==> src/rtl/alu_issue_ctrl.sv <==
// Two-stage issue pipeline between an RV32I decoder and an external combinational ALU.
// S1 holds the accepted operation and drives the ALU; S2 registers the ALU response.
module alu_issue_ctrl (
    input  logic        clk,
    input  logic        rst,
    input  logic        in_valid,
    output logic        in_ready,
    input  logic [6:0]  opcode,
    input  logic [2:0]  funct3,
    input  logic        funct7_b5,
    input  logic [31:0] rs1_val,
    input  logic [31:0] rs2_val,
    input  logic [31:0] imm,
    input  logic [31:0] pc,
    output logic [31:0] alu_a,
    output logic [31:0] alu_b,
    output logic [4:0]  alu_control,
    input  logic [31:0] alu_result,
    input  logic        alu_zero,
    output logic        out_valid,
    input  logic        out_ready,
    output logic [31:0] out_result,
    output logic        out_branch_taken,
    output logic        out_illegal
);

    localparam logic [6:0] OPC_OP     = 7'b0110011;
    localparam logic [6:0] OPC_OPIMM  = 7'b0010011;
    localparam logic [6:0] OPC_LUI    = 7'b0110111;
    localparam logic [6:0] OPC_AUIPC  = 7'b0010111;
    localparam logic [6:0] OPC_BRANCH = 7'b1100011;

    localparam logic [4:0] ALU_ADD  = 5'b00000;
    localparam logic [4:0] ALU_SUB  = 5'b00001;
    localparam logic [4:0] ALU_SLL  = 5'b10001;
    localparam logic [4:0] ALU_SLT  = 5'b10100;
    localparam logic [4:0] ALU_SLTU = 5'b10101;
    localparam logic [4:0] ALU_XOR  = 5'b00100;
    localparam logic [4:0] ALU_SRL  = 5'b10110;
    localparam logic [4:0] ALU_SRA  = 5'b10111;
    localparam logic [4:0] ALU_OR   = 5'b00110;
    localparam logic [4:0] ALU_AND  = 5'b00111;

    // Shared OP / OP-IMM funct3 decode; sub_ok is low for OP-IMM where funct3 000 is always ADD.
    function automatic logic [4:0] arith_op(input logic [2:0] f3, input logic f7b5,
                                            input logic sub_ok);
        logic [4:0] op;
        op = ALU_ADD;
        case (f3)
            3'b000:  op = (sub_ok && f7b5) ? ALU_SUB : ALU_ADD;
            3'b001:  op = ALU_SLL;
            3'b010:  op = ALU_SLT;
            3'b011:  op = ALU_SLTU;
            3'b100:  op = ALU_XOR;
            3'b101:  op = f7b5 ? ALU_SRA : ALU_SRL;
            3'b110:  op = ALU_OR;
            default: op = ALU_AND;
        endcase
        return op;
    endfunction

    logic        s1_valid_q;
    logic [6:0]  opcode_q;
    logic [2:0]  funct3_q;
    logic        funct7_b5_q;
    logic [31:0] rs1_q;
    logic [31:0] rs2_q;
    logic [31:0] imm_q;
    logic [31:0] pc_q;

    logic        out_valid_q;
    logic [31:0] out_result_q;
    logic        out_taken_q;
    logic        out_illegal_q;

    logic        accept;
    logic        s2_load;
    logic [31:0] dec_a;
    logic [31:0] dec_b;
    logic [4:0]  dec_ctrl;
    logic        dec_branch;
    logic        dec_illegal;
    logic        taken_d;
    logic [31:0] result_d;

    assign s2_load  = s1_valid_q && (!out_valid_q || out_ready);
    assign in_ready = !s1_valid_q || !out_valid_q || out_ready;
    assign accept   = in_valid && in_ready;

    always_comb begin
        dec_a       = '0;
        dec_b       = '0;
        dec_ctrl    = ALU_ADD;
        dec_branch  = 1'b0;
        dec_illegal = 1'b0;
        case (opcode_q)
            OPC_OP: begin
                dec_a    = rs1_q;
                dec_b    = rs2_q;
                dec_ctrl = arith_op(funct3_q, funct7_b5_q, 1'b1);
            end
            OPC_OPIMM: begin
                dec_a    = rs1_q;
                dec_b    = imm_q;
                dec_ctrl = arith_op(funct3_q, funct7_b5_q, 1'b0);
            end
            OPC_LUI: begin
                dec_b = imm_q;
            end
            OPC_AUIPC: begin
                dec_a = pc_q;
                dec_b = imm_q;
            end
            OPC_BRANCH: begin
                case (funct3_q)
                    3'b000, 3'b001: begin
                        dec_a      = rs1_q;
                        dec_b      = rs2_q;
                        dec_ctrl   = ALU_SUB;
                        dec_branch = 1'b1;
                    end
                    3'b100, 3'b101: begin
                        dec_a      = rs1_q;
                        dec_b      = rs2_q;
                        dec_ctrl   = ALU_SLT;
                        dec_branch = 1'b1;
                    end
                    3'b110, 3'b111: begin
                        dec_a      = rs1_q;
                        dec_b      = rs2_q;
                        dec_ctrl   = ALU_SLTU;
                        dec_branch = 1'b1;
                    end
                    default: dec_illegal = 1'b1;
                endcase
            end
            default: dec_illegal = 1'b1;
        endcase
    end

    assign alu_a       = dec_a;
    assign alu_b       = dec_b;
    assign alu_control = dec_ctrl;

    // BEQ/BGE are taken on a zero ALU result, BNE/BLT(U) on a non-zero one.
    always_comb begin
        taken_d = 1'b0;
        if (dec_branch) begin
            if (funct3_q[2]) taken_d = funct3_q[0] ? alu_zero : !alu_zero;
            else             taken_d = funct3_q[0] ? !alu_zero : alu_zero;
        end
    end

    assign result_d = dec_illegal ? '0 : alu_result;

    always_ff @(posedge clk) begin
        if (rst) begin
            s1_valid_q <= 1'b0;
        end else if (accept) begin
            s1_valid_q <= 1'b1;
        end else if (s2_load) begin
            s1_valid_q <= 1'b0;
        end
    end

    always_ff @(posedge clk) begin
        if (accept) begin
            opcode_q    <= opcode;
            funct3_q    <= funct3;
            funct7_b5_q <= funct7_b5;
            rs1_q       <= rs1_val;
            rs2_q       <= rs2_val;
            imm_q       <= imm;
            pc_q        <= pc;
        end
    end

    always_ff @(posedge clk) begin
        if (rst) begin
            out_valid_q   <= 1'b0;
            out_result_q  <= '0;
            out_taken_q   <= 1'b0;
            out_illegal_q <= 1'b0;
        end else if (s2_load) begin
            out_valid_q   <= 1'b1;
            out_result_q  <= result_d;
            out_taken_q   <= taken_d;
            out_illegal_q <= dec_illegal;
        end else if (out_ready) begin
            out_valid_q   <= 1'b0;
        end
    end

    assign out_valid        = out_valid_q;
    assign out_result       = out_result_q;
    assign out_branch_taken = out_taken_q;
    assign out_illegal      = out_illegal_q;

endmodule

==> config.mk <==
export PLATFORM = sky130hd
export DESIGN_NAME = alu_issue_ctrl
export DESIGN_NICKNAME = d
export VERILOG_FILES = /design/src/rtl/alu_issue_ctrl.sv
export SDC_FILE = /design/constraint.sdc
export NUM_CORES = 1
export LEC_CHECK = 0
export CAP_MARGIN = 20
export CORE_ASPECT_RATIO = 2
export CORE_MARGIN = 1.5
export CORE_UTILIZATION = 30
export CTS_CLUSTER_SIZE = 28
export DETAILED_ROUTE_END_ITERATION = 6
export GPL_TIMING_DRIVEN = 0
export MAX_ROUTING_LAYER = met4
export SETUP_SLACK_MARGIN = 0.2
export SYNTH_ARGS = -nofsm -noshare
export SYNTH_HDL_FRONTEND = slang
export SYNTH_SLANG_ARGS = --single-unit
==> constraint.sdc <==
create_clock -name clk -period 5.35 [get_ports clk]
set_clock_uncertainty 0.2 [all_clocks]
set_input_delay 1.3375 -clock clk [delete_from_list [all_inputs] [get_ports clk]]
set_output_delay 1.3375 -clock clk [all_outputs]
set_load 0.005 [all_outputs]
# ---- After elaboration in Yosys (flattened, before gate mapping)
# Index checks and enable logic that the tools add are counted.
dict set report word_totals {
  regBits 175
  inputBits 176
  output_inout_bits 105
  elab_cells 65
}
dict set report classes {
  n_eq_ne 12
  n_mux 23
  n_reduce_logical 18
}
# cell n
set ops {}
lappend ops {{$pmux W32 S3} 2}
lappend ops {{$mux W32} 3}
lappend ops {{$pmux W5 S7} 2}
lappend ops {{$pmux W5 S3} 2}
lappend ops {{$eq A7 B5 Y1 const B} 2}
lappend ops {{$eq A7 B6 Y1 const B} 2}
lappend ops {{$mux W1} 13}
lappend ops {{$eq A3 B3 Y1 const B} 4}
lappend ops {{$reduce_or A2 Y1} 4}
lappend ops {{$eq A7 B7 Y1 const B} 1}
lappend ops {{$eq A3 B2 Y1 const B} 2}
lappend ops {{$reduce_or A6 Y1} 1}
lappend ops {{$reduce_bool A2 Y1} 2}
lappend ops {{$reduce_or A4 Y1} 1}
lappend ops {{$eq A3 B1 Y1 const B} 1}
lappend ops {{$logic_not A1 Y1} 3}
lappend ops {{$logic_not A3 Y1} 1}
lappend ops {{$logic_or A1 B1 Y1} 3}
lappend ops {{$reduce_or A3 Y1} 1}
lappend ops {{$logic_and A1 B1 Y1} 2}
lappend ops {{$pmux W1 S2} 1}

# ---- Logic depth before layout (Yosys ltp)
dict set report depth {
  depth_word 5
  depth_mapped 6
  mapped_depth_nobuf 4
}

# ---- Worst setup path after synthesis
# No wires, ideal clock.
dict set report synth_timing {
  path_kind {input -> register}
  start {in out_ready}
  end {reg funct3_q[0] (enable)}
  setup_ns 0.515
  t_arrival_ns 4.676
  t_required_ns 4.635
  setup_slack_ns -0.040
  path_stages 3
  path_buffers 0
  path_cell_list {nor2b_1 nand2_1 and2_1}
}
dict set report synth_between {
  elab_chain_len 2
}
# item line
set synth_lines {}
lappend synth_lines {{from (decl)} 21} ;# input logic out_ready,
lappend synth_lines {{$logic_or A1 B1 Y1} 87} ;# assign in_ready = !s1_valid_q || !out_valid_q || out_ready;
lappend synth_lines {{named net in_ready} 7} ;# output logic in_ready,
lappend synth_lines {{$logic_and A1 B1 Y1} 88} ;# assign accept = in_valid && in_ready;
lappend synth_lines {{named net accept} 76} ;# logic accept;
lappend synth_lines {{to (signal assigned)} 169} ;# funct3_q <= funct3;
lappend synth_lines {{to (decl)} 64} ;# logic [2:0] funct3_q;
# The timed path passes the listed nets, and every way through them passes these cells.
# A chain may end at the register's enable or synchronous reset.

# ---- Worst setup path after layout
dict set report layout_timing {
  start {reg opcode_q[2]}
  end {out alu_a[31]}
}
dict set report layout_between {
  elab_chain_len 3
  elab_cells_between_ends 6
  cone_classes {eq/ne (4); mux (1); reduce/logical (1)}
}
# item line
set layout_lines {}
lappend layout_lines {{from (decl)} 63} ;# logic [6:0] opcode_q;
lappend layout_lines {{from (signal assigned)} 168} ;# opcode_q <= opcode;
lappend layout_lines {{$eq A7 B5 Y1 / $eq A7 B6 Y1 (equally long branches)} 96} ;# case (opcode_q)
lappend layout_lines {{$reduce_or A2 Y1 (no line)} n/a}
lappend layout_lines {{$pmux W32 S3 (*)} 96}
lappend layout_lines {{to (decl)} 15} ;# output logic [31:0] alu_a,
# Mark *: on every way between the ends. The rest lies on a longest branch, timed or not.

==> run metrics <==
Critical Path RT 3.81 ns; setup TNS 0 ns; Pwr Density 294 nW/µm²; status finished, final reports clean; Pleak 0.00347 µW; # hold bufs at CTS 0; number of flops mapped to enable cells by yosys approximately 140; leading area contributor after synthesis edfxtp_1; # port buffers 279; largest family of logic cells by synthesized area compound AO/OA/AOI/OAI gates; Routed WL about 17 mm; CTS tree done; top-count cell post-synth edfxtp_1; Reg2Reg Setup Slack 3.09 ns; Site Rows 74; Synth Area in Simple Gates 3.02%; Max Root-Sink Buffers 2; DR WL/cell 18.4 µm; worst vdd ir 0.189 mV; P&R area growth vs syn 59.8%; sequential power share 53.9%; Synth Cell Area 6160 µm²; fillcell total 1753; synth warn 0; FFs w/ async S/R, synth 0%; Fin. Hold Viols 0; Post-CTS Resized 0; crit path capture type output pin; net switching power 583 µW; Critical R2R Launch out_valid; Final #Nets between 800 and 900; worst hold path class flip-flop to flip-flop; Initial Utilization between 30% and 40%; CTS Root Cell clkbuf_16; die area 21500 µm²; critical path class flip-flop to output pin; Final ANT Viol Nets 0; Die H roughly 210 µm; # setup viols final 0; I/O pin total roughly 280; ant diodes 0; Iteration-0 DRC Markers 156; largest net degree at the start of global routing 76; clock network fraction of total power a little under 40%; adder-cell share of the synthesized area 0%; routability congestion estimate 0.782; fin util 48.6%; share of the synthesized area in the top cell type 67.7%; clock-pin slew on the worst setup and hold paths roughly 0.06 ns; RSZ-0062 raised after global routing no; R2R depth 4; drc violations 0; # H-tree levels 4; hold path cells 1; Peak Freq between 200 and 250 MHz; hold slack final 0.275 ns; TritonCTS Buffers 17; Sink Count 175; post-synthesis cell type count 29; reg-to-reg endpoint rs1_q[25]; Post-Syn Nets 514; first-pass GRT wire length about 25 mm; Post-synth top cells edfxtp_1 (139), a22o_1 (97), dfxtp_1 (36); clk_lat worst skew approximately 0.42 ns; vias in the first global route 4579; Compound-Gate Fraction of Synth Area between 15 and 20%; Comb power frac 7.1%; Detailed Place HPWL 12.6 mm; ys flop type edfxtp_1; total track usage 16.2%; mux cell area share after synthesis 0%; initial antenna violation count 0; switching share of power 20.1%; via count 4192; first-pass detailed-route iteration total 4; fin crit share 80.4%; xor/xnor share of the synthesized area 0.284%; grt ovf 0; Worst EP arrival approximately 2.8 ns; max-cap check violation count 0; Worst Hold End out_branch_taken; Startpoint Class flip-flop; Period minus WS final 4.30 ns; Syn Area/Cell between 15 and 20 µm²; Final Max Tran Viols 0; share of cells above drive strength 1 7.23%; Setup Buffers After CTS 0; Yosys reg bits 175; crit-path max FO 10; cell count after synthesis 338; min-delay src out_branch_taken; core area 20300 µm²; Slew headroom around two fifths; synth top area cells edfxtp_1 (68%), a22o_1 (14%), dfxtp_1 (12%), buf_2 (0.73%), buf_6 (0.55%); internal power roughly 2300 µW; Worst Tran Pin Value between 0.8 and 0.9 ns; die width 104 µm; vias per cell 4.58; Seq/Total Area, Yosys 79.4%
how the worst max path moves through the flow:
stage	start	end	slack, ns	cells past startpoint
2_1_floorplan	out_ready	funct3_q[0]	1.50	3
3_3_place_gp	out_ready	pc_q[24]	0.46	4
3_5_place_dp	out_ready	in_ready	1.28	4
4_1_cts	opcode_q[3]	alu_a[31]	0.96	7
5_1_grt	opcode_q[2]	alu_a[31]	0.83	6
6_report	opcode_q[2]	alu_a[31]	1.05	6
flip-flops by register name, indices dropped and copies added (netlist names):
| signal | count |
|---|---|
| rs1_q | 32 |
| pc_q | 32 |
| opcode_q | 7 |
| s1_valid_q | 1 |
| imm_q | 32 |
| rs2_q | 32 |
| out_valid | 1 |
| out_branch_taken | 1 |
| funct3_q | 3 |
| out_result | 32 |
| funct7_b5_q | 1 |
| out_illegal | 1 |
final cells by class:
type	count	area [µm²]	share of cell area [%]
multi-input cells	142	1150	11.7
well taps	266	333	3.38
clock buffers	20	437	4.43
inverters	1	3.75	0.0381
repair buffers	280	2820	28.6
plain buffers	20	116	1.18
clock inverters	12	95.1	0.965
flip-flops and latches	175	4890	49.7
placed cells by master (no fill, tap or decap), types with 4 or more instances in the layout:
master | Yosys | routed
clkbuf_16 | 0 | 17
edfxtp_1 | 139 | 139
nor2_1 | 7 | 7
dfxtp_1 | 36 | 36
nor2b_1 | 5 | 5
clkdlybuf4s50_1 | 0 | 279
nand2_1 | 6 | 6
buf_2 | 9 | 9
clkinv_2 | 0 | 4
clkbuf_1 | 5 | 8
a21oi_1 | 4 | 4
a22o_1 | 97 | 97
power by group through the flow:
stage               sequential, µW  combinational [µW]  clock (µW)
detailed placement            1590                 207           0
finish                        1560                 206        1130
floorplan                     1590                43.8           0
CTS                           1560                 209        1170
global route                  1570                 221        1220
global placement              1590                 200           0
worst max-delay path, stage by stage, from the launching register on:
cell and delay, ns:
edfxtp_1 0.42, and4bb_2 0.39, nand3_4 0.11, nand2_1 0.23
buf_1 0.42, a22o_1 0.21, clkdlybuf4s50_1 0.55
layer usage:
metal | track usage, % | up-vias | part of all wire, %
met5 | - | - | 0
met4 | 8.63 | 0 | 3.5
met3 | 4.47 | 29 | 5.0
met2 | 29.1 | 172 | 56
met1 | 15.6 | 2019 | 36
li1 | - | 1972 | -
stage by stage:
| step | std cells | setup slack, ns | cell area [µm²] | power, µW |
|---|---|---|---|---|
| after floorplan | 338 | 1.50 | 6160 | 1630 |
| after global placement | 883 | 0.460 | 9290 | 1790 |
| after detailed placement | 884 | 1.28 | 9320 | 1800 |
| after CTS | 916 | 0.965 | 9850 | 2940 |
| after global routing | 916 | 0.828 | 9850 | 3010 |
| final | 916 | 1.05 | 9850 | 2900 |
logic make-up (layout without fill, tap and decap cells):
kind of cell,Yosys count,after routing
flops,175,175
compound gates,109,109
simple gates,30,30
buf+inv,21,333
xor+xnor,2,2
other cells,1,1
(Power assumes the default switching activity.)
